[src/rtl/multicycle_control_fsm.sv]
// Multicycle control sequencer for the 32-bit MIPS datapath: FETCH/DECODE/EXEC/MEM/WB with
// PC-write enable, data-memory ready handshake, sticky trap and retired-instruction counter.
module multicycle_control_fsm #(
    parameter int unsigned COUNT_W     = 32,
    parameter int unsigned MEM_TIMEOUT = 15
) (
    input  logic               clk,
    input  logic               reset,
    input  logic [5:0]         opcode,
    input  logic               Overflow,
    input  logic               mem_ready,
    output logic               pc_write,
    output logic               jump,
    output logic               beq,
    output logic               bne,
    output logic               mem_read,
    output logic               mem_write,
    output logic               alu_src,
    output logic               reg_dst,
    output logic               mem_to_reg,
    output logic               reg_write_en,
    output logic               jal_write_en,
    output logic [1:0]         alu_op,
    output logic [2:0]         state,
    output logic               trap,
    output logic [1:0]         trap_cause,
    output logic [COUNT_W-1:0] instr_retired
);

    typedef enum logic [2:0] {
        StFetch  = 3'd0,
        StDecode = 3'd1,
        StExec   = 3'd2,
        StMem    = 3'd3,
        StWb     = 3'd4,
        StTrap   = 3'd7
    } state_e;

    localparam logic [5:0] OpR    = 6'b000000;
    localparam logic [5:0] OpLw   = 6'b100011;
    localparam logic [5:0] OpSw   = 6'b101011;
    localparam logic [5:0] OpBeq  = 6'b000100;
    localparam logic [5:0] OpBne  = 6'b000101;
    localparam logic [5:0] OpAddi = 6'b001000;
    localparam logic [5:0] OpAndi = 6'b001100;
    localparam logic [5:0] OpOri  = 6'b001101;
    localparam logic [5:0] OpSlti = 6'b001010;
    localparam logic [5:0] OpJ    = 6'b000010;
    localparam logic [5:0] OpJal  = 6'b000011;

    // Value of the wait counter on the last tolerated not-ready MEM cycle.
    localparam logic [7:0] WaitLast = 8'(MEM_TIMEOUT - 1);

    state_e               r_state;
    logic [5:0]           r_opcode;
    logic [7:0]           r_wait;
    logic                 r_trap;
    logic [1:0]           r_cause;
    logic [COUNT_W-1:0]   r_retired;

    state_e               w_next_state;
    logic [1:0]           w_cause;
    logic                 w_legal;

    always_comb begin
        unique case (opcode)
            OpR, OpLw, OpSw, OpBeq, OpBne, OpAddi,
            OpAndi, OpOri, OpSlti, OpJ, OpJal: w_legal = 1'b1;
            default:                           w_legal = 1'b0;
        endcase
    end

    always_comb begin
        w_next_state = r_state;
        w_cause      = 2'b00;
        pc_write     = 1'b0;
        jump         = 1'b0;
        beq          = 1'b0;
        bne          = 1'b0;
        mem_read     = 1'b0;
        mem_write    = 1'b0;
        alu_src      = 1'b0;
        reg_dst      = 1'b0;
        mem_to_reg   = 1'b0;
        reg_write_en = 1'b0;
        jal_write_en = 1'b0;
        alu_op       = 2'b00;

        case (r_state)
            StFetch: w_next_state = StDecode;
            StDecode: begin
                if (w_legal) begin
                    w_next_state = StExec;
                end else begin
                    w_next_state = StTrap;
                    w_cause      = 2'b01;
                end
            end
            StExec: begin
                w_next_state = StFetch;
                case (r_opcode)
                    OpR: begin
                        reg_dst      = 1'b1;
                        alu_op       = 2'b10;
                        w_next_state = StWb;
                    end
                    OpLw, OpSw: begin
                        alu_src      = 1'b1;
                        w_next_state = StMem;
                    end
                    OpAddi: begin
                        alu_src      = 1'b1;
                        w_next_state = StWb;
                    end
                    OpAndi, OpOri, OpSlti: begin
                        alu_src      = 1'b1;
                        alu_op       = 2'b11;
                        w_next_state = StWb;
                    end
                    OpBeq: begin
                        beq      = 1'b1;
                        alu_op   = 2'b01;
                        pc_write = 1'b1;
                    end
                    OpBne: begin
                        bne      = 1'b1;
                        alu_op   = 2'b01;
                        pc_write = 1'b1;
                    end
                    OpJ: begin
                        jump     = 1'b1;
                        pc_write = 1'b1;
                    end
                    OpJal: begin
                        jump         = 1'b1;
                        jal_write_en = 1'b1;
                        pc_write     = 1'b1;
                    end
                    default: w_next_state = StFetch;
                endcase
                if (Overflow && (r_opcode == OpR || r_opcode == OpAddi)) begin
                    w_next_state = StTrap;
                    w_cause      = 2'b10;
                end
            end
            StMem: begin
                alu_src   = 1'b1;
                mem_read  = (r_opcode == OpLw);
                mem_write = (r_opcode == OpSw);
                if (mem_ready) begin
                    if (r_opcode == OpLw) begin
                        w_next_state = StWb;
                    end else begin
                        pc_write     = 1'b1;
                        w_next_state = StFetch;
                    end
                end else if (r_wait == WaitLast) begin
                    w_next_state = StTrap;
                    w_cause      = 2'b11;
                end
            end
            StWb: begin
                reg_write_en = 1'b1;
                pc_write     = 1'b1;
                w_next_state = StFetch;
                case (r_opcode)
                    OpLw: mem_to_reg = 1'b1;
                    OpR: begin
                        reg_dst = 1'b1;
                        alu_op  = 2'b10;
                    end
                    OpAddi: alu_src = 1'b1;
                    OpAndi, OpOri, OpSlti: begin
                        alu_src = 1'b1;
                        alu_op  = 2'b11;
                    end
                    default: alu_op = 2'b00;
                endcase
            end
            StTrap: w_next_state = StTrap;
            default: w_next_state = StFetch;
        endcase

        // Strobes are forced quiet while reset is held, whatever the state register holds.
        if (reset) begin
            pc_write     = 1'b0;
            jump         = 1'b0;
            beq          = 1'b0;
            bne          = 1'b0;
            mem_read     = 1'b0;
            mem_write    = 1'b0;
            alu_src      = 1'b0;
            reg_dst      = 1'b0;
            mem_to_reg   = 1'b0;
            reg_write_en = 1'b0;
            jal_write_en = 1'b0;
            alu_op       = 2'b00;
        end
    end

    always_ff @(posedge clk) begin
        if (reset) begin
            r_state   <= StFetch;
            r_opcode  <= 6'b0;
            r_wait    <= 8'b0;
            r_trap    <= 1'b0;
            r_cause   <= 2'b00;
            r_retired <= '0;
        end else begin
            r_state <= w_next_state;
            if (r_state == StDecode) begin
                r_opcode <= opcode;
            end
            if (r_state == StMem && w_next_state == StMem) begin
                r_wait <= r_wait + 8'd1;
            end else begin
                r_wait <= 8'b0;
            end
            if (w_next_state == StTrap && !r_trap) begin
                r_trap  <= 1'b1;
                r_cause <= w_cause;
            end
            if (pc_write) begin
                r_retired <= r_retired + COUNT_W'(1);
            end
        end
    end

    assign state         = r_state;
    assign trap          = r_trap;
    assign trap_cause    = r_cause;
    assign instr_retired = r_retired;

endmodule

[config.mk]
export PLATFORM = sky130hd
export DESIGN_NAME = multicycle_control_fsm
export DESIGN_NICKNAME = d
export VERILOG_FILES = /design/src/rtl/multicycle_control_fsm.sv
export SDC_FILE = /design/constraint.sdc
export NUM_CORES = 1
export LEC_CHECK = 0
export BUFFER_PORTS_ARGS = -buffer_cell sky130_fd_sc_hd__buf_2
export CAP_MARGIN = 0
export CELL_PAD_IN_SITES_DETAIL_PLACEMENT = 1
export CELL_PAD_IN_SITES_GLOBAL_PLACEMENT = 2
export CORE_UTILIZATION = 34
export CTS_CLUSTER_DIAMETER = 120
export CTS_CLUSTER_SIZE = 25
export DETAILED_ROUTE_END_ITERATION = 8
export GPL_ROUTABILITY_DRIVEN = 1
export GPL_TIMING_DRIVEN = 0
export PLACE_DENSITY_LB_ADDON = 0.1
export SLEW_MARGIN = 20
export SYNTH_ARGS = -nofsm -noshare
export SYNTH_HDL_FRONTEND = slang
export SYNTH_SLANG_ARGS = --single-unit
[constraint.sdc]
create_clock -name clk -period 5.9 [get_ports clk]
set_clock_uncertainty 0.1 [all_clocks]
set_input_delay 0.59 -clock clk [delete_from_list [all_inputs] [get_ports clk]]
set_output_delay 0.59 -clock clk [all_outputs]
set_load 0.02 [all_outputs]
==> flow_metrics.tcl <==
set metrics [dict create \
    status "complete, no violations" \
    yosysWarnings 0 \
    vias 2515 \
    criticalPathCategory "register to output port" \
    cts_tree "yes" \
    yosysTopAreaCell "dfxtp_1" \
    dp_hpwl_mm 5.52 \
    clockBufferDepth 2 \
    drc 0 \
    nNetsFinal 402 \
    drt_iter0_drc 88 \
    ant_nets 0 \
    synth_cells 323 \
    max_freq_ghz 0.333 \
    cts_buffers 5 \
    rsz0062_at_grt "false" \
    core-area_mm2 0.00777 \
    synth_edf_count 0 \
    hold_slack_ns 0.408 \
    setup_viol 0 \
    fp.dieW_um 91.9 \
    synth_area_mm2 0.00275 \
    synth_cell_types 54 \
    cp.required_ns 5.21 \
    clkSinkCount 52 \
    antenna_cells 0 \
    pre_cts_ws_ns 3.23 \
    p_total_uw 856 \
    worst-path-buf-inv 3 \
    startpoint "state[1]" \
    ys_seq_area_share_pct 37.9 \
    hold_viol 0 \
    period_minus_slack_ns 3.01 \
    postCtsSetupBuffers 0 \
    postRouteWirelength_mm 7.35 \
    worstPathMaxFanout 10 \
    cp_slowest_stage_delay_ns 0.44 \
    peakVddDrop_uv 91.1 \
    gp_congestion 0.743 \
    endpoint_kind "output port" \
    rows 32 \
    multi_input_area_mm2 0.00157 \
    synth_top_area_share_pct 37.9 \
    viasPerCell 5.11 \
    start_kind "register" \
    syn-num-nets 336 \
    synth.area.top_cells "dfxtp_1 (38%), xnor2_1 (9.9%), nor2_1 (8.3%)" \
    fin_tns_setup_ns 0 \
    cts_resized 0 \
    slew_viol_final 0 \
    power_leakage_uw 0.00126 \
    grt_pass1_vias 2477 \
    htree_levels 2 \
    wire_per_inst_um 14.9 \
    dieArea_mm2 0.00844 \
    clkTransAtPathRegs_ns 0.10 \
    worst_pin_slew_ns 0.686 \
    drt_pre_antenna_iters 4 \
    start_util_pct 35.3 \
    synth_ff_type "dfxtp_1" \
    register_area_mm2 0.00104 \
    ys_async_sr_fraction_pct 0 \
    slowest_stage "nor4_1" \
    synth.avg_cell_area_um2 8.50 \
    setup_ws_ns 2.89 \
    grt_pass1_wl_mm 12.4 \
    synth_seq_cells 52 \
    critPathTopFamily "buffers and inverters" \
    yosysMostFrequentCell "nor2_1" \
    drive_above_1_share_pct 23.1 \
    clk_latency_ns 0.31 \
    area_delta_synth_final_pct 20.4 \
    io_buffers 59 \
    clockRootBuffer "clkbuf_8" \
    fin_crit_sh_pct 51.0 \
    fillers 959 \
    hp-class "register to register" \
    hp-start "r_wait[0]" \
    crit_chain "buf_4 -> nor2b_1 -> buf_2 -> o21ai_0 -> nor4_1 -> o21ai_0 -> o31ai_1 -> buf_2" \
    die_h_um 91.9 \
    grt_max_degree 18 \
    overflow 0 \
    slew_headroom_pct 54.0 \
    grt_usage_pct 18.3 \
    drv_cap 0 \
    antenna_found_initial 0 \
    synth_top_cells_by_count "nor2_1 (61), dfxtp_1 (52), xnor2_1 (31)" \
    hold_buffers 0 \
    ios 61 \
    arrival_ns 2.32 \
    r2r-start "instr_retired[3]" \
    powerDensity_mw_per_mm2 259 \
]
[final timing paths]
kind	end	slack, ns	cells after the start
worst min register to register	r_wait[0]	0.41	1
worst max-delay path	alu_op[1]	2.89	8
worst min-delay path	r_wait[0]	0.41	1
worst max register to register	instr_retired[31]	3.63	6
[layout make-up]
class                   count  area share, %
inverters                   7          0.795
flip-flops and latches     52           31.5
plain buffers              17           3.14
well taps                 102           3.86
clock inverters             3           2.08
clock buffers               5           2.08
multi-input cells         247           47.6
repair buffers             59           8.93
[per-stage QoR]
stage / utilization (%) / cells / instance area [um2]
2_1_floorplan: - / 323 / 2750
3_3_place_gp: 40.8 / 484 / 3170
3_5_place_dp: 40.8 / 484 / 3170
4_1_cts: 42.6 / 492 / 3310
5_1_grt: 42.6 / 492 / 3310
6_report: 42.6 / 492 / 3310
[power by group]
| group | switching [uW] | internal (uW) |
|---|---|---|
| Clock | 127 | 171 |
| Combinational | 108 | 66.5 |
| Sequential | 18.7 | 365 |
| Total | 254 | 602 |
[kinds of logic (layout without fill, tap and decap cells)]
logic type               Yosys count  after routing  share of synthesized area (%)
AO/OA/AOI/OAI                     37             37                           9.48
flip-flops                        52             52                           37.9
AND/OR/NAND/NOR                  165            165                           32.8
multiplexers                       6              6                           2.19
adder cells (fa/ha/maj)            3              3                           1.37
XOR/XNOR                          36             36                           11.5
buffers and inverters             24             91                           4.74
[per-layer routing]
metal	routed length [um]	share of wire, %	vias to the layer above	track usage [%]
li1	-	-	1260	-
met1	3600	49	1201	24.0
met2	3400	46	45	30.2
met3	258	3.5	9	3.40
met4	94	1.3	0	5.60
met5	0	0	-	0
[cell usage in the layout, fill, tap and decap left out, drive strengths merged, types with 2 or more instances in the layout]
| cell | n |
|---|---|
| o21ai | 8 |
| dfxtp | 52 |
| nand4 | 8 |
| o22ai | 2 |
| nand2 | 21 |
| or2b | 2 |
| inv | 8 |
| nor4 | 12 |
| nor3 | 15 |
| clkbuf | 12 |
| o21bai | 2 |
| xor2 | 5 |
| nor2b | 4 |
| mux2i | 6 |
| nor2 | 61 |
| nor3b | 5 |
| buf | 69 |
| xnor2 | 31 |
| and3 | 4 |
| ha | 3 |
| nor4b | 8 |
| a21oi | 9 |
| o31ai | 2 |
| nand3 | 11 |
| and4 | 2 |
| and2 | 3 |
| a211oi | 2 |
| or3 | 3 |
| bufinv | 2 |
[state kept, by name, indices dropped and copies added (netlist names)]
register / flops
trap_cause: 2
r_wait: 8
instr_retired: 32
trap: 1
state: 3
r_opcode: 6
(Power assumes the default switching activity.)
